File: src/rtl/ss_sort_pkg.sv
// Shared types and defaults for the bubble-sort controller and its datapath.
package ss_sort_pkg;

   localparam int SS_SORT_N = 16;

   typedef enum logic [2:0] {
      ST_IDLE,
      ST_READ,
      ST_WAIT,
      ST_CMP,
      ST_SWAP,
      ST_NEXT,
      ST_DONE
   } sort_state_t;

endpackage

File: src/rtl/SS_detect_edge.sv
// Two-flop edge detector: o_edge pulses for one cycle on the selected edge of i_sig.
module SS_detect_edge #(
   parameter bit POS_EDGE = 1'b1
) (
   input  logic i_clk,
   input  logic i_rst_n,
   input  logic i_sig,
   output logic o_edge
);

   logic sig_q0;
   logic sig_q1;

   always_ff @(posedge i_clk or negedge i_rst_n) begin
      if (!i_rst_n) begin
         sig_q0 <= 1'b0;
         sig_q1 <= 1'b0;
      end else begin
         sig_q0 <= i_sig;
         sig_q1 <= sig_q0;
      end
   end

   assign o_edge = POS_EDGE ? (sig_q0 & ~sig_q1) : (~sig_q0 & sig_q1);

endmodule

File: src/rtl/ss_sort_ctrl.sv
// Bubble-sort sequencer: walks adjacent pairs, asks the datapath to swap when
// mem[a] > mem[b], shrinking the pass window until a pass makes no swap.
module ss_sort_ctrl
   import ss_sort_pkg::*;
#(
   parameter int N  = SS_SORT_N,
   parameter int AW = $clog2(N)
) (
   input  logic          i_clk,
   input  logic          i_rst_n,
   input  logic          i_start,
   input  logic          i_abort,
   input  logic          i_gt,
   output logic          o_rd_en,
   output logic [AW-1:0] o_addr_a,
   output logic [AW-1:0] o_addr_b,
   output logic          o_swap_we,
   output logic          o_busy,
   output logic          o_done,
   output logic [15:0]   o_swap_cnt
);

   localparam logic [AW-1:0] LIMIT_INIT = AW'(N - 1);

   sort_state_t   state;
   sort_state_t   state_nxt;
   logic [AW-1:0] idx;
   logic [AW-1:0] limit;
   logic          swapped;
   logic          start_edge;
   logic          pass_end;
   logic          run_end;

   SS_detect_edge #(
      .POS_EDGE (1'b1)
   ) u_start_edge (
      .i_clk   (i_clk),
      .i_rst_n (i_rst_n),
      .i_sig   (i_start),
      .o_edge  (start_edge)
   );

   assign pass_end = (idx == limit - AW'(1));
   assign run_end  = !swapped || (limit == AW'(1));

   always_ff @(posedge i_clk or negedge i_rst_n) begin
      if (!i_rst_n) begin
         state <= ST_IDLE;
      end else begin
         state <= state_nxt;
      end
   end

   always_comb begin
      state_nxt = state;
      if (i_abort) begin
         state_nxt = ST_IDLE;
      end else begin
         case (state)
            ST_IDLE: if (start_edge) state_nxt = ST_READ;
            ST_READ: state_nxt = ST_WAIT;
            ST_WAIT: state_nxt = ST_CMP;
            ST_CMP:  state_nxt = i_gt ? ST_SWAP : ST_NEXT;
            ST_SWAP: state_nxt = ST_NEXT;
            ST_NEXT: state_nxt = (pass_end && run_end) ? ST_DONE : ST_READ;
            ST_DONE: state_nxt = ST_IDLE;
            default: state_nxt = ST_IDLE;
         endcase
      end
   end

   // Loop bookkeeping; an abort freezes everything including the swap count.
   always_ff @(posedge i_clk or negedge i_rst_n) begin
      if (!i_rst_n) begin
         idx        <= '0;
         limit      <= LIMIT_INIT;
         swapped    <= 1'b0;
         o_swap_cnt <= '0;
      end else if (!i_abort) begin
         case (state)
            ST_IDLE: begin
               if (start_edge) begin
                  idx        <= '0;
                  limit      <= LIMIT_INIT;
                  swapped    <= 1'b0;
                  o_swap_cnt <= '0;
               end
            end
            ST_SWAP: begin
               swapped <= 1'b1;
               if (o_swap_cnt != 16'hFFFF) o_swap_cnt <= o_swap_cnt + 16'd1;
            end
            ST_NEXT: begin
               if (!pass_end) begin
                  idx <= idx + AW'(1);
               end else if (!run_end) begin
                  limit   <= limit - AW'(1);
                  idx     <= '0;
                  swapped <= 1'b0;
               end
            end
            default: ;
         endcase
      end
   end

   // Strobes decode from state; abort masks the write and done in its own cycle.
   assign o_busy    = (state != ST_IDLE);
   assign o_rd_en   = (state == ST_READ);
   assign o_swap_we = (state == ST_SWAP) && !i_abort;
   assign o_done    = (state == ST_DONE) && !i_abort;
   assign o_addr_a  = idx;
   assign o_addr_b  = o_busy ? (idx + AW'(1)) : '0;

endmodule

File: config.mk
export PLATFORM = sky130hd
export DESIGN_NAME = ss_sort_ctrl
export DESIGN_NICKNAME = d
export VERILOG_FILES = /design/src/rtl/ss_sort_pkg.sv /design/src/rtl/SS_detect_edge.sv /design/src/rtl/ss_sort_ctrl.sv
export SDC_FILE = /design/constraint.sdc
export NUM_CORES = 1
export LEC_CHECK = 0
export ABC_AREA = 0
export CAP_MARGIN = 15
export CELL_PAD_IN_SITES_DETAIL_PLACEMENT = 1
export CELL_PAD_IN_SITES_GLOBAL_PLACEMENT = 2
export CORE_MARGIN = 10
export CORE_UTILIZATION = 32
export CTS_CLUSTER_DIAMETER = 50
export DETAILED_ROUTE_END_ITERATION = 8
export GPL_TIMING_DRIVEN = 0
export PLACE_DENSITY_LB_ADDON = 0.1
export SYNTH_ARGS = -nofsm -noshare
export SYNTH_HDL_FRONTEND = slang
export SYNTH_HIERARCHICAL = 1
export SYNTH_SLANG_ARGS = --single-unit
File: constraint.sdc
create_clock -name i_clk -period 2.7 [get_ports i_clk]
set_input_delay 0.54 -clock i_clk [delete_from_list [all_inputs] [get_ports i_clk]]
set_output_delay 0.54 -clock i_clk [all_outputs]
set_load 0.02 [all_outputs]
==> impl_results.md <==
* Status: finished clean
* Total Power at 1.32 mW
* Num ports at 33
* Vias per cell at 5.42
* Fin nets at 253
* Worst path cell trace: clkbuf_2 > nor3b_1 > clkdlybuf4s50_1
* Antenna cells at 0
* Sink Count at 30
* CTS H-tree lvls at 2
* Critical-path top delay cell: clkdlybuf4s50_1
* Hold Crit Class: in2async
* Met1 Use GR at 0.124
* Chip height at 96.8 microns
* Buffers on Ports at 32
* Die ar. at 9370 sq um
* Crit path largest cell delay at 640 ps
* Net Count, Synth at 215
* Final setup viols at 0
* Met3 GRT Util at 0.0433
* Post-synth EDFFs at 0
* Shortest period the worst path allows at 2460 ps
* Clk slew on worst S/H paths at 70 ps
* Number of fillers in the final layout at 672
* Vias in the first global route at 1,855
* Clk root buf: clkbuf_8
* Main synth FF type: dfrtp_1
* Post-Place Cells at 310
* Critical path data required time at 2160 ps
* VDD IR-drop max at between 300 and 400 uV
* Register area at roughly 760 sq um
* DR pass1 iterations at 4
* GPL Wtd Cong at 0.815
* Max-cap violations at 0
* CP Max Fanout at 14
* Final Cell Area at 2400 sq um
* Core area at 5610 sq um
* Busiest grt layer: met2
* Worst Setup Start Kind: flop
* WHS at 308 ps
* Syn Area/Cell at between 9 and 10 sq um
* First-pass GRT wire length at 9.23 mm
* Die Wd at between 90 and 100 microns
* Tightest Pin Transition at 721 ps
* Worst Setup End Kind: primary output
* Detail Route Antenna Nets at 0
* Slew margin rel. at 0.520
* Multi-input logic area at roughly 1100 sq um
* Final cell count without fillers at 317
* WS Path Type: reg2out
* Post-Place Worst Slack at -15.1 ps
* Register area share after synthesis at 0.400
* Asr flop ratio synth at 1.00
* Final wirelength at 5.49 mm
* Hold bufs inserted after CTS at 0
* 1st-iter DRT viols at 22
* Met2 usage at 0.201
* RSZ-0062 raised after global routing: no
* Synth area leaders: dfrtp_1 34%, dfstp_2 5.6%, nand2_1 5.2%
* DRC at 0
* DR WL/cell at roughly 17 microns
* Initial antenna violation count at 0
* Mapped Cells at 206
* Setup TNS at 0 ps
* Share of cells above drive strength 1 at 0.135
* Leak at 0.979 nW
* Gr usage total at 0.115
* Seq cells post-synth at 30
* Final Worst Setup Slack at 244 ps
* Total gr overflow at 0
* YS warnings at 6
* Post-synth cell types at 56
* CTS tree: done
* Final period util at 0.910
* Initial core utilization at 0.337
* Clk buf depth at 2
* Total CTS buffers at 5
* Layout Skew at 5.94 ps
* Via count at between 1,500 and 2,000
* Final hold viol count at 0
* Rows at 27
* Insertion delay to the later sink of the worst-skew pair at 290 ps
* Slew Viols, Final at 0
* P per Cell Area at 548 nW/um^2
* Final Util at 0.428
* Mapped cell area at 1890 sq um
* Area after DPL at 2290 sq um
* Fmax at 407 MHz
* Arr. time, crit path at between 1500 and 2000 ps
* Largest net degree at the start of global routing at 31
* Post-CTS Setup Inserts at 0
* Largest area contributor in the netlist: dfrtp_1
* Detailed Place HPWL at 4.22 mm
* Top cell type's share of synthesized area at 0.345
* Area Overhead vs Synth at 27.2%
==> metal layers <==
layer,share of wire,vias to the layer above
li1,-,833
met1,0.42,851
met2,0.51,27
met3,0.055,6
met4,0.012,0
met5,0,-
==> power breakdown <==
part	total [mW]	internal, mW	switching, mW
registers	0.553	0.492	0.0606
logic	0.379	0.160	0.219
clock network	0.384	0.206	0.178
==> synthesized netlist by cell type, drive strengths merged, types with 2 or more instances <==
cell type  number
nor2           15
or4             5
xnor2           4
xor2            6
nand4           4
or3             3
nor3           11
dfrtp          26
o211ai          2
nor3b           2
buf             2
nor4            2
a21o            2
nand3           9
o2111ai         2
nor2b           2
a22o            8
a21oi           3
mux2i           2
and2            3
o31a            2
clkbuf          6
ha              4
o21ai          12
inv             8
nand2          26
dfstp           4
nand2b          4
or2             3
o31ai           8
==> cell usage in the layout, fill, tap and decap left out, drive strengths merged, types with 2 or more instances in the layout <==
cell / count
mux2i: 2
clkbuf: 11
nand4: 4
o211ai: 2
nor3b: 2
nand2: 26
a21o: 2
ha: 4
o2111ai: 2
nor2b: 2
and2: 3
a22o: 8
dfrtp: 26
o31ai: 8
xor2: 6
or2: 3
nor2: 15
a21oi: 3
buf: 4
dlymetal6s2s: 2
or3: 3
xnor2: 4
nand2b: 4
clkdlybuf4s50: 28
dfstp: 4
nor4: 2
or4: 5
inv: 8
o31a: 2
o21ai: 12
nand3: 9
nor3: 11
==> path summary, 6_finish.rpt <==
check	from	endpoint	slack (ps)	cells after the start
worst max-delay path	state[2]	o_rd_en	240	3
worst min-delay path	i_rst_n	o_swap_cnt[4]	310	1
worst max register to register	limit[0]	limit[3]	330	8
worst min register to register	u_start_edge/sig_q0	u_start_edge/sig_q1	380	0
max in group asynchronous	i_rst_n	state[2]	1880	1
min in group i_clk	u_start_edge/sig_q0	u_start_edge/sig_q1	380	0
==> worst max-delay path, delay by kind of cell (launching register included) <==
kind,cells,cell delay [ps]
buf+inv,2,900
simple gates,1,230
flops,1,510
==> repair_timing <==
item / in CTS / in global routing
gates resized for setup: 6 / 5
endpoints found under the setup margin: 5 / 2
pin swaps: 1 / 0
==> cells by family after synthesis <==
kind of cell / after synthesis / synth area share
DFF: 30 / 0.400
and+or+nand+nor: 92 / 0.263
xor gates and xnor gates: 11 / 0.0583
buffers and inverters: 16 / 0.0364
muxes: 3 / 0.0166
adders and majority gates: 4 / 0.0265
AOI/OAI and AO/OA: 50 / 0.199
==> layout make-up <==
class / instances / share of cell area
Timing Repair Buffer: 32 / 0.133
Clock inverter: 1 / 0.00208
Clock buffer: 7 / 0.0360
Sequential cell: 30 / 0.315
Inverter: 8 / 0.0125
Tap cell: 72 / 0.0375
Multi-Input combinational cell: 160 / 0.448
Buffer: 7 / 0.0162
==> flip-flops by register name (all words and copies together) (netlist names) <==
register	count
o_addr_a	4
state	3
u_start_edge/sig_q0	1
swapped	1
limit	4
u_start_edge/sig_q1	1
o_swap_cnt	16
(Power assumes the default switching activity.)
